### src/rtl/seg7_pkg.sv
// Shared constants and types for the seven-segment capture block.
// Patterns are active-low, ordered {a,b,c,d,e,f,g}.
package seg7_pkg;

   localparam int unsigned SEG_W      = 7;
   localparam int unsigned DIGIT_W    = 4;
   localparam int unsigned ACC_W      = 12;
   localparam int unsigned OUT_W      = 8;
   localparam int unsigned NUM_DIGITS = 10;

   localparam logic [SEG_W-1:0] SEG_0    = 7'b0000001;
   localparam logic [SEG_W-1:0] SEG_1    = 7'b1001111;
   localparam logic [SEG_W-1:0] SEG_2    = 7'b0010010;
   localparam logic [SEG_W-1:0] SEG_3    = 7'b0000110;
   localparam logic [SEG_W-1:0] SEG_4    = 7'b1001100;
   localparam logic [SEG_W-1:0] SEG_5    = 7'b0100100;
   localparam logic [SEG_W-1:0] SEG_6    = 7'b0100000;
   localparam logic [SEG_W-1:0] SEG_7    = 7'b0001111;
   localparam logic [SEG_W-1:0] SEG_8    = 7'b0000000;
   localparam logic [SEG_W-1:0] SEG_9    = 7'b0001100;
   localparam logic [SEG_W-1:0] SEG_DASH = 7'b1111110;

   localparam logic [SEG_W-1:0] SEG_DIGITS [NUM_DIGITS] = '{
      SEG_0, SEG_1, SEG_2, SEG_3, SEG_4, SEG_5, SEG_6, SEG_7, SEG_8, SEG_9
   };

   typedef enum logic [1:0] {
      S_IDLE  = 2'd0,
      S_ACCUM = 2'd1,
      S_HOLD  = 2'd2
   } state_t;

   typedef struct packed {
      logic [DIGIT_W-1:0] digit;
      logic               is_dash;
      logic               is_bad;
   } seg_dec_t;

   typedef struct packed {
      logic err;
      logic ovr;
      logic ovf;
   } flags_t;

endpackage

### src/rtl/seg7_digit_decode.sv
// Combinational decode of one active-low segment pattern into digit / dash / bad.
module seg7_digit_decode
   import seg7_pkg::*;
(
   input  logic [SEG_W-1:0] seg,
   output seg_dec_t         dec_c
);

   always_comb begin : decode
      dec_c        = '0;
      dec_c.is_bad = 1'b1;
      if (seg == SEG_DASH) begin
         dec_c.is_dash = 1'b1;
         dec_c.is_bad  = 1'b0;
      end
      for (int unsigned i = 0; i < NUM_DIGITS; i++) begin
         if (seg == SEG_DIGITS[i]) begin
            dec_c.digit  = DIGIT_W'(i);
            dec_c.is_bad = 1'b0;
         end
      end
   end

endmodule

### src/rtl/seg7_capture.sv
// Collects a frame of seven-segment digit beats into a binary value with
// error/out-of-range/overflow flags, presented on a valid/ready result port.
module seg7_capture
   import seg7_pkg::*;
#(
   parameter int unsigned MAX_DIGITS = 3
) (
   input  logic             clk,
   input  logic             rst,
   input  logic [SEG_W-1:0] seg,
   input  logic             seg_valid,
   input  logic             seg_last,
   output logic             seg_ready,
   output logic [OUT_W-1:0] out_value,
   output logic             out_valid,
   input  logic             out_ready,
   output logic             out_err,
   output logic             out_ovr,
   output logic             out_ovf
);

   localparam int unsigned      CNT_W     = $clog2(MAX_DIGITS + 2);
   localparam logic [CNT_W-1:0] MAX_CNT   = CNT_W'(MAX_DIGITS);
   localparam logic [OUT_W-1:0] OUT_SAT   = '1;
   localparam logic [ACC_W-1:0] ACC_LIMIT = ACC_W'(OUT_SAT);
   localparam logic [ACC_W-1:0] TEN       = ACC_W'(10);

   state_t             state, state_next;
   logic [ACC_W-1:0]   acc, acc_next, acc_calc, beat_acc;
   logic [CNT_W-1:0]   count, count_next, count_inc, beat_count;
   flags_t             flags, flags_next, beat_flags;
   flags_t             out_flags, out_flags_next;
   logic [OUT_W-1:0]   out_value_next;
   logic               out_valid_next;
   logic               seg_ready_next;
   seg_dec_t           dec_c;

   seg7_digit_decode u_decode (
      .seg   (seg),
      .dec_c (dec_c)
   );

   // Effect of accepting the current beat on the accumulator, count and flags.
   always_comb begin : beat_update
      count_inc  = count + CNT_W'(1);
      acc_calc   = (acc * TEN) + ACC_W'(dec_c.digit);
      beat_acc   = acc;
      beat_count = count;
      beat_flags = flags;
      if (!flags.ovf) begin
         beat_count = count_inc;
         if (count_inc > MAX_CNT) begin
            beat_flags.ovf = 1'b1;
         end else if (!dec_c.is_dash && !dec_c.is_bad) begin
            if (acc_calc > ACC_LIMIT) begin
               beat_flags.ovf = 1'b1;
            end else begin
               beat_acc = acc_calc;
            end
         end
      end
      if (dec_c.is_dash) begin
         beat_flags.ovr = 1'b1;
      end
      if (dec_c.is_bad) begin
         beat_flags.err = 1'b1;
      end
   end

   always_comb begin : fsm_next
      state_next     = state;
      acc_next       = acc;
      count_next     = count;
      flags_next     = flags;
      out_valid_next = out_valid;
      out_value_next = out_value;
      out_flags_next = out_flags;
      unique case (state)
         S_IDLE, S_ACCUM: begin
            if (seg_valid) begin
               acc_next   = beat_acc;
               count_next = beat_count;
               flags_next = beat_flags;
               if (seg_last) begin
                  state_next     = S_HOLD;
                  out_valid_next = 1'b1;
                  out_value_next = beat_flags.ovf ? OUT_SAT : beat_acc[OUT_W-1:0];
                  out_flags_next = beat_flags;
               end else begin
                  state_next = S_ACCUM;
               end
            end
         end
         S_HOLD: begin
            if (out_ready) begin
               state_next     = S_IDLE;
               acc_next       = '0;
               count_next     = '0;
               flags_next     = '0;
               out_valid_next = 1'b0;
               out_value_next = '0;
               out_flags_next = '0;
            end
         end
         default: begin
            state_next = S_IDLE;
         end
      endcase
      seg_ready_next = (state_next != S_HOLD);
   end

   always_ff @(posedge clk) begin : regs
      if (rst) begin
         state     <= S_IDLE;
         acc       <= '0;
         count     <= '0;
         flags     <= '0;
         seg_ready <= 1'b1;
         out_valid <= 1'b0;
         out_value <= '0;
         out_flags <= '0;
      end else begin
         state     <= state_next;
         acc       <= acc_next;
         count     <= count_next;
         flags     <= flags_next;
         seg_ready <= seg_ready_next;
         out_valid <= out_valid_next;
         out_value <= out_value_next;
         out_flags <= out_flags_next;
      end
   end

   assign out_err = out_flags.err;
   assign out_ovr = out_flags.ovr;
   assign out_ovf = out_flags.ovf;

endmodule
### config.mk
export PLATFORM = sky130hd
export DESIGN_NAME = seg7_capture
export DESIGN_NICKNAME = d
export VERILOG_FILES = /design/src/rtl/seg7_pkg.sv /design/src/rtl/seg7_digit_decode.sv /design/src/rtl/seg7_capture.sv
export SDC_FILE = /design/constraint.sdc
export NUM_CORES = 1
export LEC_CHECK = 0
export BUFFER_PORTS_ARGS = -buffer_cell sky130_fd_sc_hd__buf_4
export CAP_MARGIN = 20
export CORE_MARGIN = 3
export CORE_UTILIZATION = 50
export CTS_BUF_LIST = sky130_fd_sc_hd__clkbuf_16
export CTS_CLUSTER_DIAMETER = 60
export DETAILED_ROUTE_END_ITERATION = 6
export PLACE_DENSITY = 0.71
export SYNTH_ARGS = -nofsm -noshare
export SYNTH_HDL_FRONTEND = slang
export SYNTH_HIERARCHICAL = 1
export SYNTH_SLANG_ARGS = --single-unit
### constraint.sdc
create_clock -name clk -period 4.2 [get_ports clk]
set_input_delay 0.84 -clock clk [delete_from_list [all_inputs] [get_ports clk]]
set_output_delay 0.84 -clock clk [all_outputs]
set_load 0.02 [all_outputs]
==> key figures <==
Synth
  • Yosys top cell by area: dfxtp_1
  • Cell variety after synth: 58
  • Synth Area in Compound Gates: 23.1%
  • Share of flip-flops with an asynchronous set or reset: 0%
  • Register area share after synthesis: between 20% and 30%
  • Post-Synthesis Cells: 273
  • Syn_nets: around 300
  • EDFF count, synth: 0
  • Seq cells post-synth: 32
  • Synth Area in XOR/XNOR: between 4 and 5%
  • Top cells by count, synth: dfxtp_1, nor2_1, ha_1, a21oi_1, nand3_1
  • Syn_area_per_cell: approximately 8.6 um^2
  • Adder-Cell Fraction of Synth Area: 12.3%
  • Most common cell in the netlist: dfxtp_1
  • Synth Flop Type: dfxtp_1
  • Cell Area, Synth: 2350 um^2
  • Post-synthesis mux area share: 1.06%
  • YS warnings: 6
  • Main combinational cell family by area after synthesis: simple AND/OR/NAND/NOR gates
  • Yosys top cell area share: 27.2%
  • Top cells by area, synth: dfxtp_1, ha_1, nor2_1, a21oi_1, nand3_1
  • Synth Area in Simple Gates: about 28%

Layout
  • Fillers: between 300 and 400
  • Fin util: roughly 60%
  • Ratio of cells with drive above 1 in the final layout: 14.8%
  • Final net count: 330
  • Finished Cell Area: 2690 um^2
  • Area Overhead vs Synth: 14.5%
  • Ant diodes: 0

Worst setup path
  • CP dominant cell by count: a22o_1
  • Startpoint types: input pin
  • CP required: 4.42 ns
  • Levels on crit path: 11
  • Critical path's slowest cell: a221oi_4
  • Worst setup path endpoint: acc[0]
  • CP delay by family, top: compound AO/OA/AOI/OAI gates
  • R2r worst-path depth: 10
  • Max FO, Critical Path: 11
  • FF-to-FF Start: acc[1]
  • Crit path DAT: a little under 4 ns
  • Worst Setup SP: seg[1]
  • Bufs and invs on worst path: 1
  • R2r endpoint: acc[0]
  • Crit Path Class: in -> reg
  • Worst R2R Setup Slack: approximately 0.67 ns
  • Slowest cell delay on critical path: 0.51 ns
  • Critical path cell sequence: buf_4 -> or3_4 -> o22ai_1 -> ha_1 -> a21o_1 -> a21oi_1 -> nor4_2 -> mux2_4 -> a22o_1 -> a221oi_4 -> a22o_1
  • Crit. End Element: flop

Global route
  • Largest net degree at the start of global routing: 23
  • Grt ovf: 0
  • Vias in the first global route: 1818
  • Total track usage: between 10% and 20%
  • First-pass GRT wire length: just under 9000 um
  • Number of antenna violations at the first check in global routing: 0

Placement
  • Post-Place Setup Slack: 0.224 ns
  • Detailed-placement wirelength estimate: 4160 um
  • Gpl congestion: 0.821
  • Placed Instance Area: roughly 2500 um^2
  • Port Buffers: 24

Floorplanning
  • Core area: between 4000 and 5000 um^2
  • Initial Utilization: 52.9%
  • I/O pins: 25
  • Vert. Die Dim: about 75 um
  • Std cell rows: 24
  • Chip width: roughly 75 um
  • Full die area: between 5000 and 6000 um^2

Min path
  • Hold wc startpoint: out_valid
  • Hold Crit Class: reg -> reg

Route
  • Vias: ~2100
  • Iter 0 DRT Violations: approximately 170
  • Drt first pass iters: 4
  • Remaining DRCs: 0
  • DR vias/cell: around 6.0
  • WL/cell: about 15 um
  • Number of routed nets with antenna violations: 0
  • WL final: approximately 5400 um

STA
  • Setup TNS: 0 ns
  • Fmax: about 0.27 GHz
  • Post-layout minimum cycle time: ~3.7 ns
  • RSZ-0062 raised after global routing: false
  • Rel. slew slack: 60.3%
  • Hold violation total from the final report: 0
  • Post-Route Skew: 0.00504 ns
  • Final setup violation count: 0
  • Least-Margin Pin Slew: 0.594 ns
  • Final WS setup: just under 0.5 ns
  • Fin crit share: ~88%
  • Slew Limit Fails: 0

Power and ir drop
  • Final Power: a little over 0.8 mW
  • Pwr Density: 302 nW/um^2
  • LEAKAGE: ~1.2 nW
  • Peak supply drop: about 170 uV

Clock tree
  • CTS Sinks: 32
  • Post-CTS Setup Bufs: 0
  • CTS resizes: 0
  • Clock Tree Buf Depth: 2
  • CTS root buffer: clkbuf_16
  • Clk pin slew, worst setup/hold paths: roughly 0.050 ns
  • Number of CTS-inserted buffers: 5
  • CTS tree: built
  • H-tree Lvls: 2
  • Worst-skew pair later-pin latency: between 0.2 and 0.3 ns
  • # hold bufs at CTS: 0

Run status
  • Status: complete, no violations

Job
  • Max-Cap Viols: 0
[cell usage in the layout, fill, tap and decap left out, types with 3 or more instances in the layout]
master      n
a22o_1      9
buf_4      25
nand3_1    16
nor2_1     28
inv_1       6
o21ai_0     9
and3_1      7
dfxtp_1    32
nand2_1    10
nor4_1      3
or3_1       3
nor3_1     15
clkbuf_16   5
xor2_1      8
nand2b_1    5
and2_1      5
nor2b_1     5
a21oi_1    17
xnor2_1     5
o211ai_1    8
ha_1       20
o2111ai_1   3
o31ai_1     3
[final cells by class]
| type | count | area (um^2) | share of cell area, % |
|---|---|---|---|
| Clock buffer | 5 | 125 | 4.65 |
| Timing Repair Buffer | 25 | 188 | 6.97 |
| Tap cell | 52 | 65.1 | 2.42 |
| Sequential cell | 32 | 641 | 23.8 |
| Multi-Input combinational cell | 226 | 1630 | 60.5 |
| Inverter | 6 | 22.5 | 0.836 |
| Clock inverter | 3 | 23.8 | 0.883 |
[worst min-delay path: stages, from the launching register on]
cell and delay (ns):
dfxtp_1 0.31, nand2_1 0.05, a21oi_1 0.05
[power by group]
group / internal [mW] / switching, mW / total (mW) / leakage, nW
combinational: 0.0479 / 0.0826 / 0.130 / 0.890
sequential: 0.317 / 0.00865 / 0.326 / 0.261
clock: 0.220 / 0.136 / 0.356 / 0.0660
total: 0.585 / 0.227 / 0.812 / 1.22
[registers in the layout (all words and copies together), names as in the netlist]
name,flops
acc,11
out_value,8
count,3
flags,3
state,2
out_err,1
out_ovf,1
out_ovr,1
out_valid,1
seg_ready,1
[worst min path at each step]
stage	cells past startpoint	end
detailed placement	2	out_valid
CTS	2	out_valid
global placement	2	out_valid
global route	2	out_valid
floorplan	1	acc[9]
finish	2	out_valid
[kinds of logic (layout without fill, tap and decap cells)]
logic type                 Yosys count  after routing
AOI/OAI and AO/OA                   74             74
buffers and inverters               15             39
muxes                                2              2
and+or+nand+nor                    115            115
adders and majority gates           22             22
DFF                                 32             32
xor gates and xnor gates            13             13
[per-stage QoR]
step | hold slack, ns | cells
after floorplan | 0.434 | 273
after global placement | 0.445 | 341
after detailed placement | 0.450 | 341
after CTS | 0.457 | 349
after global routing | 0.476 | 349
final | 0.454 | 349
[layer usage]
| layer | share of wire, % | vias to the layer above | GRT usage, % |
|---|---|---|---|
| met5 | 0 | - | 0 |
| met4 | 0.41 | 0 | 5.93 |
| met3 | 5.1 | 2 | 3.24 |
| met2 | 44 | 63 | 28.4 |
| met1 | 50 | 967 | 30.6 |
| li1 | - | 1076 | - |
No activity file was read; power rests on OpenSTA's default activity.
